**src/rtl/mcaster_cfg_ctrl.sv**
```systemverilog
// MultiCaster row configuration sequencer.
// Walks the columns in ascending order. For each column it loads the tag,
// flushes the weight buffer, streams kernel_size weights from the host and
// waits for the buffer to go idle. When every column is done it raises
// cfg_done. Wait states are bounded by TIMEOUT. An illegal kernel size or
// an expired wait parks the sequencer in ERR until the next start.
module mcaster_cfg_ctrl #(
  parameter int DATA_WIDTH   = 16,
  parameter int NUM_COL      = 4,
  parameter int BUFFER_DEPTH = 16,
  parameter int TIMEOUT      = 255,
  parameter int TW           = $clog2(NUM_COL) + 1
) (
  input  logic                  clk,
  input  logic                  rstn,
  input  logic                  start,
  input  logic [7:0]            kernel_size_in,
  input  logic [NUM_COL*TW-1:0] tags_in,
  input  logic                  w_valid,
  input  logic [DATA_WIDTH-1:0] w_data,
  output logic                  w_ready,
  output logic [NUM_COL-1:0]    flush_tag,
  output logic [TW-1:0]         tag_out,
  input  logic [NUM_COL-1:0]    tag_lock,
  output logic [NUM_COL-1:0]    flush_kernel,
  output logic [7:0]            kernel_size_out,
  output logic [DATA_WIDTH-1:0] fltr_data,
  output logic [NUM_COL-1:0]    fltr_we,
  input  logic [NUM_COL-1:0]    kernel_busy,
  output logic                  busy,
  output logic                  cfg_done,
  output logic                  err,
  output logic [TW-1:0]         err_col
);

  typedef enum logic [3:0] {
    S_IDLE,
    S_TAG_FLUSH,
    S_TAG_WAIT,
    S_KER_FLUSH,
    S_KER_LOAD,
    S_KER_WAIT,
    S_NEXT,
    S_DONE,
    S_ERR
  } state_t;

  localparam logic [7:0]         LP_MAX_KS   = 8'(BUFFER_DEPTH);
  localparam logic [7:0]         LP_TO_LAST  = 8'(TIMEOUT - 1);
  localparam logic [TW-1:0]      LP_LAST_COL = TW'(NUM_COL - 1);
  localparam logic [NUM_COL-1:0] LP_ONE      = {{(NUM_COL-1){1'b0}}, 1'b1};

  state_t                  r_state;
  state_t                  w_next;
  logic [TW-1:0]           r_col;
  logic [NUM_COL*TW-1:0]   r_tags;
  logic [7:0]              r_ksize;
  logic [7:0]              r_wcnt;
  logic [7:0]              r_words;
  logic [TW-1:0]           r_err_col;
  logic [NUM_COL-1:0]      w_onehot;
  logic [TW-1:0]           w_tag;
  logic                    w_lock_hit;
  logic                    w_busy_hit;

  assign w_onehot        = LP_ONE << r_col;
  assign w_lock_hit      = |(tag_lock & w_onehot);
  assign w_busy_hit      = |(kernel_busy & w_onehot);
  assign kernel_size_out = r_ksize;
  assign err_col         = r_err_col;

  // Select the latched tag of the current column.
  always_comb begin
    w_tag = '0;
    for (int unsigned c = 0; c < NUM_COL; c++) begin
      if (r_col == TW'(c)) w_tag = r_tags[c*TW +: TW];
    end
  end

  // State register.
  always_ff @(posedge clk or negedge rstn) begin
    if (!rstn) r_state <= S_IDLE;
    else       r_state <= w_next;
  end

  // Next-state decode and per-state output strobes.
  always_comb begin
    w_next       = r_state;
    w_ready      = 1'b0;
    flush_tag    = '0;
    tag_out      = '0;
    flush_kernel = '0;
    fltr_data    = '0;
    fltr_we      = '0;
    busy         = 1'b1;
    cfg_done     = 1'b0;
    err          = 1'b0;
    case (r_state)
      S_IDLE, S_DONE, S_ERR: begin
        busy     = 1'b0;
        cfg_done = (r_state == S_DONE);
        err      = (r_state == S_ERR);
        if (start) w_next = (kernel_size_in > LP_MAX_KS) ? S_ERR : S_TAG_FLUSH;
      end
      S_TAG_FLUSH: begin
        flush_tag = w_onehot;
        tag_out   = w_tag;
        w_next    = S_TAG_WAIT;
      end
      S_TAG_WAIT: begin
        // The first cycle's tag_lock may still be the previous pass's level.
        if (w_lock_hit && (r_wcnt != 8'd0)) w_next = S_KER_FLUSH;
        else if (r_wcnt == LP_TO_LAST)      w_next = S_ERR;
      end
      S_KER_FLUSH: begin
        flush_kernel = w_onehot;
        w_next       = (r_ksize == 8'd0) ? S_KER_WAIT : S_KER_LOAD;
      end
      S_KER_LOAD: begin
        w_ready = 1'b1;
        if (w_valid) begin
          fltr_we   = w_onehot;
          fltr_data = w_data;
          if ((r_words + 8'd1) == r_ksize) w_next = S_KER_WAIT;
        end
      end
      S_KER_WAIT: begin
        if (!w_busy_hit && (r_wcnt != 8'd0)) w_next = S_NEXT;
        else if (r_wcnt == LP_TO_LAST)       w_next = S_ERR;
      end
      S_NEXT: begin
        w_next = (r_col == LP_LAST_COL) ? S_DONE : S_TAG_FLUSH;
      end
      default: w_next = S_IDLE;
    endcase
  end

  // Pass context, column index, wait and word counters.
  always_ff @(posedge clk or negedge rstn) begin
    if (!rstn) begin
      r_col     <= '0;
      r_tags    <= '0;
      r_ksize   <= '0;
      r_wcnt    <= '0;
      r_words   <= '0;
      r_err_col <= '0;
    end else begin
      case (r_state)
        S_IDLE, S_DONE, S_ERR: begin
          if (start) begin
            r_col     <= '0;
            r_ksize   <= kernel_size_in;
            r_tags    <= tags_in;
            r_err_col <= '0;
          end
        end
        S_TAG_FLUSH: r_wcnt <= '0;
        S_TAG_WAIT, S_KER_WAIT: begin
          if (r_wcnt != 8'hFF) r_wcnt <= r_wcnt + 8'd1;
          if (w_next == S_ERR) r_err_col <= r_col;
        end
        S_KER_FLUSH: begin
          r_words <= '0;
          r_wcnt  <= '0;
        end
        S_KER_LOAD: begin
          if (w_valid) r_words <= r_words + 8'd1;
        end
        S_NEXT: begin
          if (r_col != LP_LAST_COL) r_col <= r_col + TW'(1);
        end
        default: ;
      endcase
    end
  end

endmodule

```
**config.mk**
```make
export PLATFORM = sky130hd
export DESIGN_NAME = mcaster_cfg_ctrl
export DESIGN_NICKNAME = d
export VERILOG_FILES = /design/src/rtl/mcaster_cfg_ctrl.sv
export SDC_FILE = /design/constraint.sdc
export NUM_CORES = 1
export LEC_CHECK = 0
export CORE_UTILIZATION = 42
export DETAILED_ROUTE_END_ITERATION = 8
export GPL_TIMING_DRIVEN = 0
export PLACE_DENSITY = 0.74
export SETUP_SLACK_MARGIN = 0.02
export SYNTH_ARGS = -nofsm -noshare
export SYNTH_HDL_FRONTEND = slang
export SYNTH_SLANG_ARGS = --single-unit
```
**constraint.sdc**
```tcl
create_clock -name clk -period 1.7 [get_ports clk]
set_input_delay 0.34 -clock clk [delete_from_list [all_inputs] [get_ports clk]]
set_output_delay 0.34 -clock clk [all_outputs]
set_load 0.01 [all_outputs]
```
==> impl_metrics.csv <==
group,metric,value,unit
clock_tree,numCtsBuffers,5,
sta,worst_pin_slew,0.445,ns
layout,layout-drive-gt1-share,0.455,
clock_tree,insertion_delay,0.31,ns
layout,fin_nets,542,
clock_tree,cts_tree,"yes",
critical_path,worstPathMaxFanout,5,
job,maxCapViolCount,0,
floorplanning,coreArea,6830,um^2
sta,drv_slew,0,
global_routing,gr-total-overflow,0,
placed_design,portBuffers,93,
synth,syn-num-nets,384,
sta,hold_viol_final,0,
critical_path,startpoint_type,"flip-flop",
clock_tree,path_clk_slew,0.10,ns
layout,diodes,0,
critical_path,crit_required,1.36,ns
routing,ant_nets,0,
sta,fin_crit,2.20,ns
clock_tree,clockBufferDepth,2,
layout,stdcell_area,5180,um^2
layout,area_growth,73.9,%
synth,synth_edf_count,0,
routing,first_pass_iters,5,
floorplanning,die_y,86.3,um
sta,grt_setup_unrepaired,"true",
routing,wl,10100,um
global_routing,use_met1,0.304,
sta,fin_crit_sh,1.29,
outcome,violations,"negative setup slack",
routing,vias,3246,
global_routing,grt_pass1_vias,3012,
global_routing,grt_antenna_before_repair,0,
clock_tree,cts_root_buffer,"clkbuf_8",
floorplanning,io_pins,94,
sta,finalWorstSetupSlack,-0.495,ns
global_routing,top_usage_layer,"met2",
critical_path,worstPathArrival,1.86,ns
synth,synth_top_area_frac,0.386,
clock_tree,htree_levels,2,
synth,yosysSeqAreaShare,0.386,
outcome,run_status,"finished, violations left",
floorplanning,fp.dieW,86.3,um
placed_design,place_hpwl,5920,um
sta,slew_headroom,0.702,
global_routing,grt_pass1_wl,14700,um
global_routing,use_met2,0.457,
power_and_ir_drop,ir_worst_vdd,0.443,mV
synth,synth_warnings,0,
floorplanning,die_area,7440,um^2
power_and_ir_drop,leakage,2.39,nW
sta,skew,0.0119,ns
global_routing,met3_usage,0.0505,
sta,max_freq,0.456,GHz
sta,finalSetupViolations,59,
power_and_ir_drop,finalPower,2.88,mW
synth,syn_area,2980,um^2
synth,ys_top_cells_by_area,"dfrtp_1, mux2_2, and2_1, nand2_1, ha_1",
critical_path,crit_start,"r_col[0]$_DFFE_PN0P_",
placed_design,dpl_cell_area,4070,um^2
global_routing,gr-usage-all-layers,0.252,
power_and_ir_drop,power.density,556,nW/um^2
critical_path,critical_path_class,"flip-flop to output pin",
routing,routedWlPerCell,17.3,um
critical_path,r2r-start,"r_col[0]$_DFFE_PN0P_",
synth,yosysUniqueCellTypes,56,
synth,synthArstFlopShare,1.00,
routing,drc,0,
synth,avgSynthCellArea,9.12,um^2
clock_tree,cts_sinks,46,
floorplanning,core.rowCount,30,
synth,ys_ff_latch,46,
critical_path,cp-end-kind,"output pin",
synth,synthCells,327,
routing,via_per_inst,5.58,
placed_design,gp_congestion,0.903,
synth,yosys.area.top_type,"dfrtp_1",
hold_path,hold_path_class,"input pin to asynchronous set/reset pin",
synth,synth_flop_cell,"dfrtp_1",
routing,drtIter0Drc,176,
global_routing,grt_max_degree,37,
floorplanning,initial_utilization,0.436,
sequential cells by signal, indices dropped and copies added, names as in the netlist:
register         count
r_words              8
r_col                3
err_col              3
kernel_size_out      8
r_wcnt               8
r_tags              12
r_state              4
metal layers:
metal | wire length [um] | vias to the layer above | part of all wire
met2 | 5020 | 180 | 0.50
met4 | 231 | 0 | 0.023
met5 | 0 | - | 0
li1 | - | 1484 | -
met3 | 775 | 27 | 0.077
met1 | 4060 | 1555 | 0.40
placed cells by master (no fill, tap or decap), types with 6 or more instances in the layout:
master           netlist  final
clkdlybuf4s50_1        0     54
buf_6                  2     43
dfrtp_1               46     36
buf_4                  3     33
nand2_1               31     26
buf_2                  4     20
mux2_4                 0     19
nor2_1                28     18
and2_4                 0     15
o21ai_0               21     11
dfrtp_2                0     10
o21ai_1                0      8
nand4_1                7      7
clkbuf_8               0      7
nand3_1               12      7
nor2_2                 1      7
and2_1                22      7
xor2_1                 6      6
and3_1                 8      6
xnor2_1                6      6
mux2i_1                6      6
where the power goes:
part / internal [mW] / switching [mW]
logic: 0.387 / 0.230
clock network: 0.627 / 0.409
registers: 1.16 / 0.0695
total: 2.18 / 0.709
critical path, cell delays in order, from the launching register on:
cell and delay (ns):
dfrtp_2 0.47, ha_1 0.25, ha_4 0.19, clkbuf_8 0.16, nor2_4 0.13, a22oi_1 0.09, nor2_1 0.13, buf_2 0.15
synthesized netlist by cell type (2+ instances only):
cell type	number
dfrtp_1	46
nand2_1	31
nor2_1	28
and2_1	22
o21ai_0	21
mux2_2	20
nand3_1	12
inv_1	11
clkbuf_1	9
ha_1	9
a22oi_1	8
and3_1	8
nand4_1	7
a21oi_1	6
mux2i_1	6
nand2b_1	6
xnor2_1	6
xor2_1	6
nand3b_1	5
a31oi_1	4
buf_2	4
o22ai_1	4
buf_4	3
nor4_1	3
a21oi_2	2
a41oi_1	2
buf_6	2
nor2b_1	2
nor3_1	2
nor3b_1	2
o221ai_1	2
o31ai_1	2
or3_1	2
or4_1	2
layout make-up:
cell class              instances  area (um^2)
well taps                      96          120
inverters                      11         47.5
clock buffers                   6         82.6
repair buffers                152         1430
fillers                       436         1650
flip-flops and latches         46         1160
multi-input cells             252         2110
plain buffers                  17          168
clock inverters                 2         60.1
metrics by stage:
step / TNS, ns / hold slack [ns] / instances / utilization / worst slack, ns
5_1_grt: -16.61 / 0.479 / 582 / 0.759 / -0.573
3_3_place_gp: -72.54 / 0.489 / 516 / 0.593 / -1.05
2_1_floorplan: -0.333 / 0.0444 / 327 / - / -0.0888
3_5_place_dp: -24.86 / 0.235 / 517 / 0.595 / -0.828
6_report: -12.92 / 0.428 / 582 / 0.759 / -0.495
4_1_cts: -10.56 / 0.438 / 561 / 0.696 / -0.464
kinds of logic (layout without fill, tap and decap cells):
kind of cell | after synthesis | count (layout) | synth area share
XOR/XNOR | 12 | 12 | 0.0352
AO/OA/AOI/OAI | 62 | 62 | 0.143
buffers and inverters | 29 | 188 | 0.0470
flip-flops | 46 | 46 | 0.386
multiplexers | 26 | 26 | 0.0957
adder cells (fa/ha/maj) | 9 | 9 | 0.0378
AND/OR/NAND/NOR | 143 | 143 | 0.256
worst paths after layout:
kind,end,slack [ns],depth (start not counted)
worst min-delay path,r_wcnt[0]$_DFFE_PN0P_,0.43,2
worst max register to register,r_state[1]$_DFF_PN0_,-0.39,7
max in group asynchronous,r_words[0]$_DFFE_PN0P_,0.76,3
worst max-delay path,tag_out[0],-0.50,7
worst min register to register,r_tags[11]$_DFFE_PN0P_,0.53,1
min in group clk,r_tags[11]$_DFFE_PN0P_,0.53,1
repair_timing:
action	CTS	global route
setup buffers	32	24
endpoints found under the setup margin	72	77
cloned	4	0
hold buffers	1	0
pin swaps	25	23
endpoints found under the hold margin	10	0
gates resized for setup	238	88
No activity file was read; power rests on OpenSTA's default activity.
